$ cat config.mk
export PLATFORM = sky130hd
export DESIGN_NAME = tx_buff_seq_flat
export DESIGN_NICKNAME = d
export VERILOG_FILES = /design/src/rtl/tx_buff_seq_if.sv /design/src/rtl/tx_buff_seq.sv /design/src/flat_wrapper.sv
export SDC_FILE = /design/constraint.sdc
export NUM_CORES = 1
export LEC_CHECK = 0
export ABC_AREA = 1
export CAP_MARGIN = 20
export CORE_MARGIN = 2
export CORE_UTILIZATION = 40
export DETAILED_ROUTE_END_ITERATION = 8
export GPL_ROUTABILITY_DRIVEN = 0
export RECOVER_POWER = 25
export SLEW_MARGIN = 20
export SYNTH_ARGS = -nofsm -noshare
export SYNTH_HDL_FRONTEND = slang
export SYNTH_SLANG_ARGS = --single-unit
$ cat constraint.sdc
create_clock -name clk -period 1.82 [get_ports clk]
set_input_delay 0.182 -clock clk [delete_from_list [all_inputs] [get_ports clk]]
set_output_delay 0.182 -clock clk [all_outputs]
set_load 0.005 [all_outputs]
$ cat src/rtl/tx_buff_seq_if.sv
// tx_buff_seq_if: host byte-stream handshake into the TX buffer load sequencer.
//   host_valid  host -> seq  byte on host_data is valid
//   host_data   host -> seq  frame byte (header bytes first, then data bytes)
//   host_ready  seq -> host  sequencer accepts a byte this cycle
interface tx_buff_seq_if;
    logic       host_valid;
    logic [7:0] host_data;
    logic       host_ready;
    modport master (output host_valid, output host_data, input host_ready);
    modport slave  (input host_valid, input host_data, output host_ready);
endinterface

$ cat src/rtl/tx_buff_seq.sv
// tx_buff_seq: loads a host frame into the CAN 10-slot TX buffer, requests transmission, retries and times out.
//   clk             system clock, rising edge
//   g_rst           synchronous active-low reset
//   host            byte handshake from the host (slave side)
//   abort_i         cancel the current frame
//   tx_buff_busy_i  TX buffer busy with a transmission
//   tx_success_i    pulse: frame transmitted and acknowledged
//   tx_error_i      pulse: arbitration loss or bus error
//   data_in_o       byte to the TX buffer
//   tx_buff_ld_o    one-hot slot load strobe, bit k-1 loads slot k
//   tx_start_o      one-cycle transmit request
//   frame_done_o    one-cycle pulse on success
//   frame_fail_o    one-cycle pulse on retry exhaustion, timeout or late abort
//   frame_len_o     slots used by the current frame
//   retry_cnt_o     retries issued for the current frame
module tx_buff_seq #(
    parameter int unsigned MAX_RETRY = 3,
    parameter int unsigned TIMEOUT   = 2000
) (
    input  logic        clk,
    input  logic        g_rst,
    tx_buff_seq_if.slave host,
    input  logic        abort_i,
    input  logic        tx_buff_busy_i,
    input  logic        tx_success_i,
    input  logic        tx_error_i,
    output logic [7:0]  data_in_o,
    output logic [9:0]  tx_buff_ld_o,
    output logic        tx_start_o,
    output logic        frame_done_o,
    output logic        frame_fail_o,
    output logic [3:0]  frame_len_o,
    output logic [3:0]  retry_cnt_o
);
    typedef enum logic [2:0] {IDLE, HDR2, LOAD_DATA, START, WAIT_TX, BACKOFF} state_t;
    state_t      state_q;
    logic [3:0]  n_q;
    logic [3:0]  k_q;
    logic [15:0] tmo_q;
    logic        accept;
    logic [3:0]  n_hdr;
    // Ready is gated by g_rst so nothing is accepted on a reset edge.
    assign host.host_ready = g_rst & (state_q inside {IDLE, HDR2, LOAD_DATA}) & ~tx_buff_busy_i & ~abort_i;
    assign accept = host.host_valid & host.host_ready;
    // Second header byte is {ID[2:0], RTR, DLC}; RTR frames carry no data, DLC above 8 clamps to 8.
    assign n_hdr = host.host_data[4] ? 4'd0 : host.host_data[3] ? 4'd8 : {1'b0, host.host_data[2:0]};
    always_ff @(posedge clk) begin
        if (!g_rst) begin
            state_q      <= IDLE;
            n_q          <= '0;
            k_q          <= '0;
            tmo_q        <= '0;
            data_in_o    <= '0;
            tx_buff_ld_o <= '0;
            tx_start_o   <= 1'b0;
            frame_done_o <= 1'b0;
            frame_fail_o <= 1'b0;
            frame_len_o  <= '0;
            retry_cnt_o  <= '0;
        end else begin
            tx_buff_ld_o <= '0;
            tx_start_o   <= 1'b0;
            frame_done_o <= 1'b0;
            frame_fail_o <= 1'b0;
            if (accept) data_in_o <= host.host_data;
            if (abort_i && state_q != IDLE) begin
                state_q      <= IDLE;
                frame_fail_o <= state_q inside {WAIT_TX, BACKOFF};
            end else begin
                case (state_q)
                    IDLE: if (accept) begin
                        tx_buff_ld_o <= 10'd1;
                        retry_cnt_o  <= '0;
                        state_q      <= HDR2;
                    end
                    HDR2: if (accept) begin
                        tx_buff_ld_o <= 10'd2;
                        n_q          <= n_hdr;
                        k_q          <= '0;
                        frame_len_o  <= 4'd2 + n_hdr;
                        state_q      <= n_hdr == 4'd0 ? START : LOAD_DATA;
                    end
                    LOAD_DATA: if (accept) begin
                        tx_buff_ld_o <= 10'd4 << k_q;
                        k_q          <= k_q + 4'd1;
                        if (k_q + 4'd1 == n_q) state_q <= START;
                    end
                    START: begin
                        tx_start_o <= 1'b1;
                        tmo_q      <= '0;
                        state_q    <= WAIT_TX;
                    end
                    WAIT_TX: begin
                        tmo_q <= tmo_q + 16'd1;
                        if (tx_success_i) begin
                            frame_done_o <= 1'b1;
                            state_q      <= IDLE;
                        end else if (tx_error_i) begin
                            if (retry_cnt_o == 4'(MAX_RETRY)) begin
                                frame_fail_o <= 1'b1;
                                state_q      <= IDLE;
                            end else begin
                                retry_cnt_o <= retry_cnt_o + 4'd1;
                                state_q     <= BACKOFF;
                            end
                        end else if (tmo_q + 16'd1 == 16'(TIMEOUT)) begin
                            frame_fail_o <= 1'b1;
                            state_q      <= IDLE;
                        end
                    end
                    // Slot contents are still valid in the buffer, so a retry only re-requests transmission.
                    BACKOFF: if (!tx_buff_busy_i) state_q <= START;
                    default: state_q <= IDLE;
                endcase
            end
        end
    end
endmodule

$ cat src/flat_wrapper.sv
// flat-port wrapper written by rule: the top's interface ports become plain ports
module tx_buff_seq_flat 
#(
    parameter int unsigned MAX_RETRY = 3,
    parameter int unsigned TIMEOUT   = 2000
)
  (clk, g_rst, abort_i, tx_buff_busy_i, tx_success_i, tx_error_i, data_in_o, tx_buff_ld_o, tx_start_o, frame_done_o, frame_fail_o, frame_len_o, retry_cnt_o, host_host_valid, host_host_data, host_host_ready);
  tx_buff_seq_if host_i ();
  input  logic clk;
  input  logic g_rst;
  input  logic abort_i;
  input  logic tx_buff_busy_i;
  input  logic tx_success_i;
  input  logic tx_error_i;
  output logic [7:0] data_in_o;
  output logic [9:0] tx_buff_ld_o;
  output logic tx_start_o;
  output logic frame_done_o;
  output logic frame_fail_o;
  output logic [3:0] frame_len_o;
  output logic [3:0] retry_cnt_o;
  input wire logic [$bits(host_i.host_valid)-1:0] host_host_valid;
  input wire logic [$bits(host_i.host_data)-1:0] host_host_data;
  output wire logic [$bits(host_i.host_ready)-1:0] host_host_ready;
  assign host_i.host_valid = host_host_valid;
  assign host_i.host_data = host_host_data;
  assign host_host_ready = host_i.host_ready;
  tx_buff_seq #(.MAX_RETRY(MAX_RETRY), .TIMEOUT(TIMEOUT)) u_core (.clk(clk), .g_rst(g_rst), .host(host_i), .abort_i(abort_i), .tx_buff_busy_i(tx_buff_busy_i), .tx_success_i(tx_success_i), .tx_error_i(tx_error_i), .data_in_o(data_in_o), .tx_buff_ld_o(tx_buff_ld_o), .tx_start_o(tx_start_o), .frame_done_o(frame_done_o), .frame_fail_o(frame_fail_o), .frame_len_o(frame_len_o), .retry_cnt_o(retry_cnt_o));
endmodule
==> results.py <==
metrics = {
    "drt": {
        "drt-met1-wl_um": 3054,
        "drt_pass1_iterations": 4,
        "drt-initial-drc-count": 81,
        "top_layer_used": "met4",
        "via_count": 2630,
        "drt-vias-per-instance": 4.843,
        "wl_um": 6474,
        "post-route-drc-count": 0,
        "dr_wl_met2_um": 3212,
        "wl_met3_um": 146,
        "routedWlPerCell_um": 11.92,
        "ant_nets": 0,
    },
    "yosys": {
        "netlist_area_sq_um": 2734,
        "avgSynthCellArea_sq_um": 6.974,
        "synth_nets": 416,
        "ys_warn_count": 0,
        "synth_area_leaders": "dfxtp_1 (40%), nand2_1 (13%), nor2_1 (7.6%)",
        "ys_types": 32,
        "yosys.area.top_type": "dfxtp_1",
        "seq_area_frac_synth": 0.4027,
        "synth_seq_cells": 55,
        "netlist_instances": 392,
        "yosysTopAreaCellShare": 0.4027,
    },
    "worst_setup_path": {
        "cpMostUsedCell": "nand2_1",
        "critPathTopFamily": "simple AND/OR/NAND/NOR gates",
        "reg2reg_to": "u_core.state_q[2]$_SDFFE_PP0P_",
        "cp.arrival_ns": 1.98,
        "crit_type": "reg2reg",
        "ff2ff_setup_slack_ns": 0.05,
        "path_cells": "ha_4 > nand3_4 > nor2_4 > nand2_1 > nand2_1 > nand2_1 > nor2_2 > nand2_1 > nor2_1 > nand2_2 > nand3_4 > nand3_1 > nand2_1 > inv_1",
        "critical_path_buf_inv_count": 1,
        "cp-end-kind": "flop",
        "slowest_stage": "dfxtp_2",
        "worstRegToRegCells": 14,
        "worstPathRequired_ns": 2.04,
        "critPathLaunchType": "flop",
        "r2r_start": "u_core.tmo_q[1]$_SDFFE_PN0P_",
        "cp_max_fo": 5,
        "slowest_delay_ns": 0.38,
        "worst-path-stages": 14,
    },
    "sta": {
        "setup_violations": 0,
        "finalWorstSetupSlack_ns": 0.05119,
        "min_period_over_period": 0.9719,
        "hold_viol": 0,
        "max_slew_margin": 0.7415,
        "final_max_slew_viol_count": 0,
        "clock_skew_ns": 0.01105,
        "worst_slew_pin_slew_ns": 0.3842,
        "period_needed_ns": 1.769,
        "rsz0062_at_grt": "true",
        "whs_ns": 0.4470,
        "fmax_mhz": 565.4,
        "setup_tns_ns": 0,
    },
    "global_route": {
        "antenna_found_initial": 0,
        "grt_pass1_wl_um": 10610,
        "grt_pass1_vias": 2392,
        "grt-ovfl-total": 0,
        "grt_start_max_net_pins": 24,
        "grt_use_total": 0.1753,
    },
    "pwr": {
        "power.density_nw_per_um2": 547.4,
        "power.switching_mw": 0.4831,
        "p_leak_nw": 1.520,
        "peakVddDrop_mv": 0.3016,
        "internal_power_mw": 1.546,
        "swShare": 0.2381,
        "combinationalPowerShare": 0.074,
        "power_frac_seq": 0.601,
        "clock_power_share": 0.325,
    },
    "min_path": {
        "min_path_type": "in2reg",
        "min_path_cells": 3,
        "min_to": "u_core.data_in_o[7]$_SDFFE_PN0N_",
        "holdCritStartpoint": "host_host_data[7]",
    },
    "floorplan": {
        "fp.dieH_um": 86.67,
        "pin_count": 45,
        "die_w_um": 86.67,
        "start_util": 0.4069,
        "rows": 30,
        "die-area_sq_um": 7512,
        "core_area_sq_um": 6719,
    },
    "clocking": {
        "cts_buffer_depth": 2,
        "insertion_delay_ns": 0.31,
        "clock-root-buffer": "clkbuf_8",
        "cts_tree": "yes",
        "cts-buffers-inserted": 5,
        "clkTransAtPathRegs_ns": 0.10,
        "htreeDepth": 2,
        "cts_hold_buffers": 0,
        "cts_sinks": 55,
    },
    "placed_design": {
        "dp_hpwl_um": 4733,
        "post-place-ws_ns": -0.07265,
        "port_buffers": 44,
        "post-place-cells": 536,
    },
    "layout": {
        "final_core_util": 0.5518,
        "antennaDiodeCount": 0,
        "layout.cells.non_filler": 543,
        "syn2layout_area_growth_pct": 35.61,
        "final_nets": 487,
        "drive_gt1_frac": 0.1987,
    },
    "run_status": {
        "status": "finished clean",
    },
    "job": {
        "cap_viol_max_count": 0,
    },
}
==> layout make-up <==
| class | count | area, sq um |
|---|---|---|
| repair buffers | 72 | 660.6 |
| clock buffers | 5 | 68.82 |
| multi-input cells | 285 | 1575 |
| well taps | 80 | 100.1 |
| flip-flops and latches | 55 | 1121 |
| inverters | 44 | 167.7 |
| fillers | 652 | 3012 |
| clock inverters | 2 | 13.76 |
==> synthesized netlist by cell type <==
cell,number
a211oi_1,1
a21oi_1,32
and2_4,1
buf_1,1
buf_2,1
buf_4,2
clkbuf_1,4
dfxtp_1,55
ha_1,9
inv_1,40
inv_2,4
nand2_1,93
nand2_2,2
nand3_1,21
nand3_2,3
nand3b_1,1
nand4_1,4
nor2_1,55
nor2_2,2
nor2_8,1
nor3_1,14
nor3b_1,2
nor4_1,2
nor4_4,1
o211a_1,1
o21a_1,1
o21ai_0,24
o21ai_1,3
o21ai_2,1
or2_2,2
xnor2_1,2
xor2_1,7
==> power groups by stage <==
stage          Sequential (mW)  Combinational, mW  Clock [mW]
6_report                  1.22              0.150       0.659
3_3_place_gp              1.25              0.151           0
5_1_grt                   1.22              0.166       0.733
3_5_place_dp              1.25              0.152           0
2_1_floorplan             1.25             0.0681           0
4_1_cts                   1.22              0.151       0.680
==> metrics by stage <==
stage / area, sq um / total power [mW]
after CTS: 3536 / 2.052
after detailed placement: 3446 / 1.400
after floorplan: 2734 / 1.317
final: 3707 / 2.029
after global placement: 3446 / 1.400
after global routing: 3707 / 2.121
==> what timing repair did <==
item | 4_1_cts | 5_1_grt
pin swaps | 1 | 5
setup endpoints to repair | 4 | 5
setup buffers | 0 | 1
gates resized for setup | 9 | 45
==> metal layers <==
metal / GRT usage / vias up
met4: 0.04545 / 0
met5: 0 / -
met2: 0.3028 / 22
met3: 0.03333 / 5
met1: 0.2242 / 1198
li1: - / 1405
==> cells in the final DEF, fill, tap and decap left out, drive strengths merged <==
cell and n:
ha 9, a21oi 32, dfxtp 55, nand3 24, o21a 1, dlygate4sd3 19, and2 1, xor2 7
nand2 95, nor3b 2, nor4 3, a211oi 1, nand4 4, clkdlybuf4s50 24, o21ai 28, nor3 14
inv 44, clkinv 2, nand3b 1, clkbuf 5, buf 28, xnor2 2, dlymetal6s2s 1, or2 2
nor2 58, o211a 1
==> worst min-delay path, cell delays in order <==
cell             delay (ns)
clkdlybuf4s50_1        0.40
nor2_1                 0.10
nor2_1                 0.05
==> state kept, by name (all words and copies together), names as in the netlist, 3 cells and up <==
signal	cells
u_core.tmo_q	16
u_core.tx_buff_ld_o	10
u_core.data_in_o	8
u_core.k_q	4
u_core.n_q	4
u_core.retry_cnt_o	4
u_core.frame_len_o	3
u_core.state_q	3
==> cell families after synthesis <==
logic type	share of synthesized area
flip-flops	0.4027
AO/OA/AOI/OAI	0.1204
XOR/XNOR	0.02883
AND/OR/NAND/NOR	0.3323
buffers and inverters	0.07459
adder cells (fa/ha/maj)	0.04119
==> worst max-delay path by stage <==
stage	slack, ns	to	from
2_1_floorplan	0.15	u_core.state_q[0]$_SDFFE_PP0P_	u_core.k_q[0]$_SDFFE_PN0P_
3_3_place_gp	-0.02	u_core.retry_cnt_o[3]$_SDFFE_PN0P_	g_rst
3_5_place_dp	-0.07	u_core.retry_cnt_o[2]$_SDFFE_PN0P_	g_rst
4_1_cts	0.007	u_core.state_q[1]$_SDFFE_PP0P_	u_core.tmo_q[2]$_SDFFE_PN0P_
5_1_grt	-0.1	u_core.state_q[1]$_SDFFE_PP0P_	u_core.tmo_q[1]$_SDFFE_PN0P_
6_report	0.05	u_core.state_q[2]$_SDFFE_PP0P_	u_core.tmo_q[1]$_SDFFE_PN0P_
No activity file was read; power rests on OpenSTA's default activity.
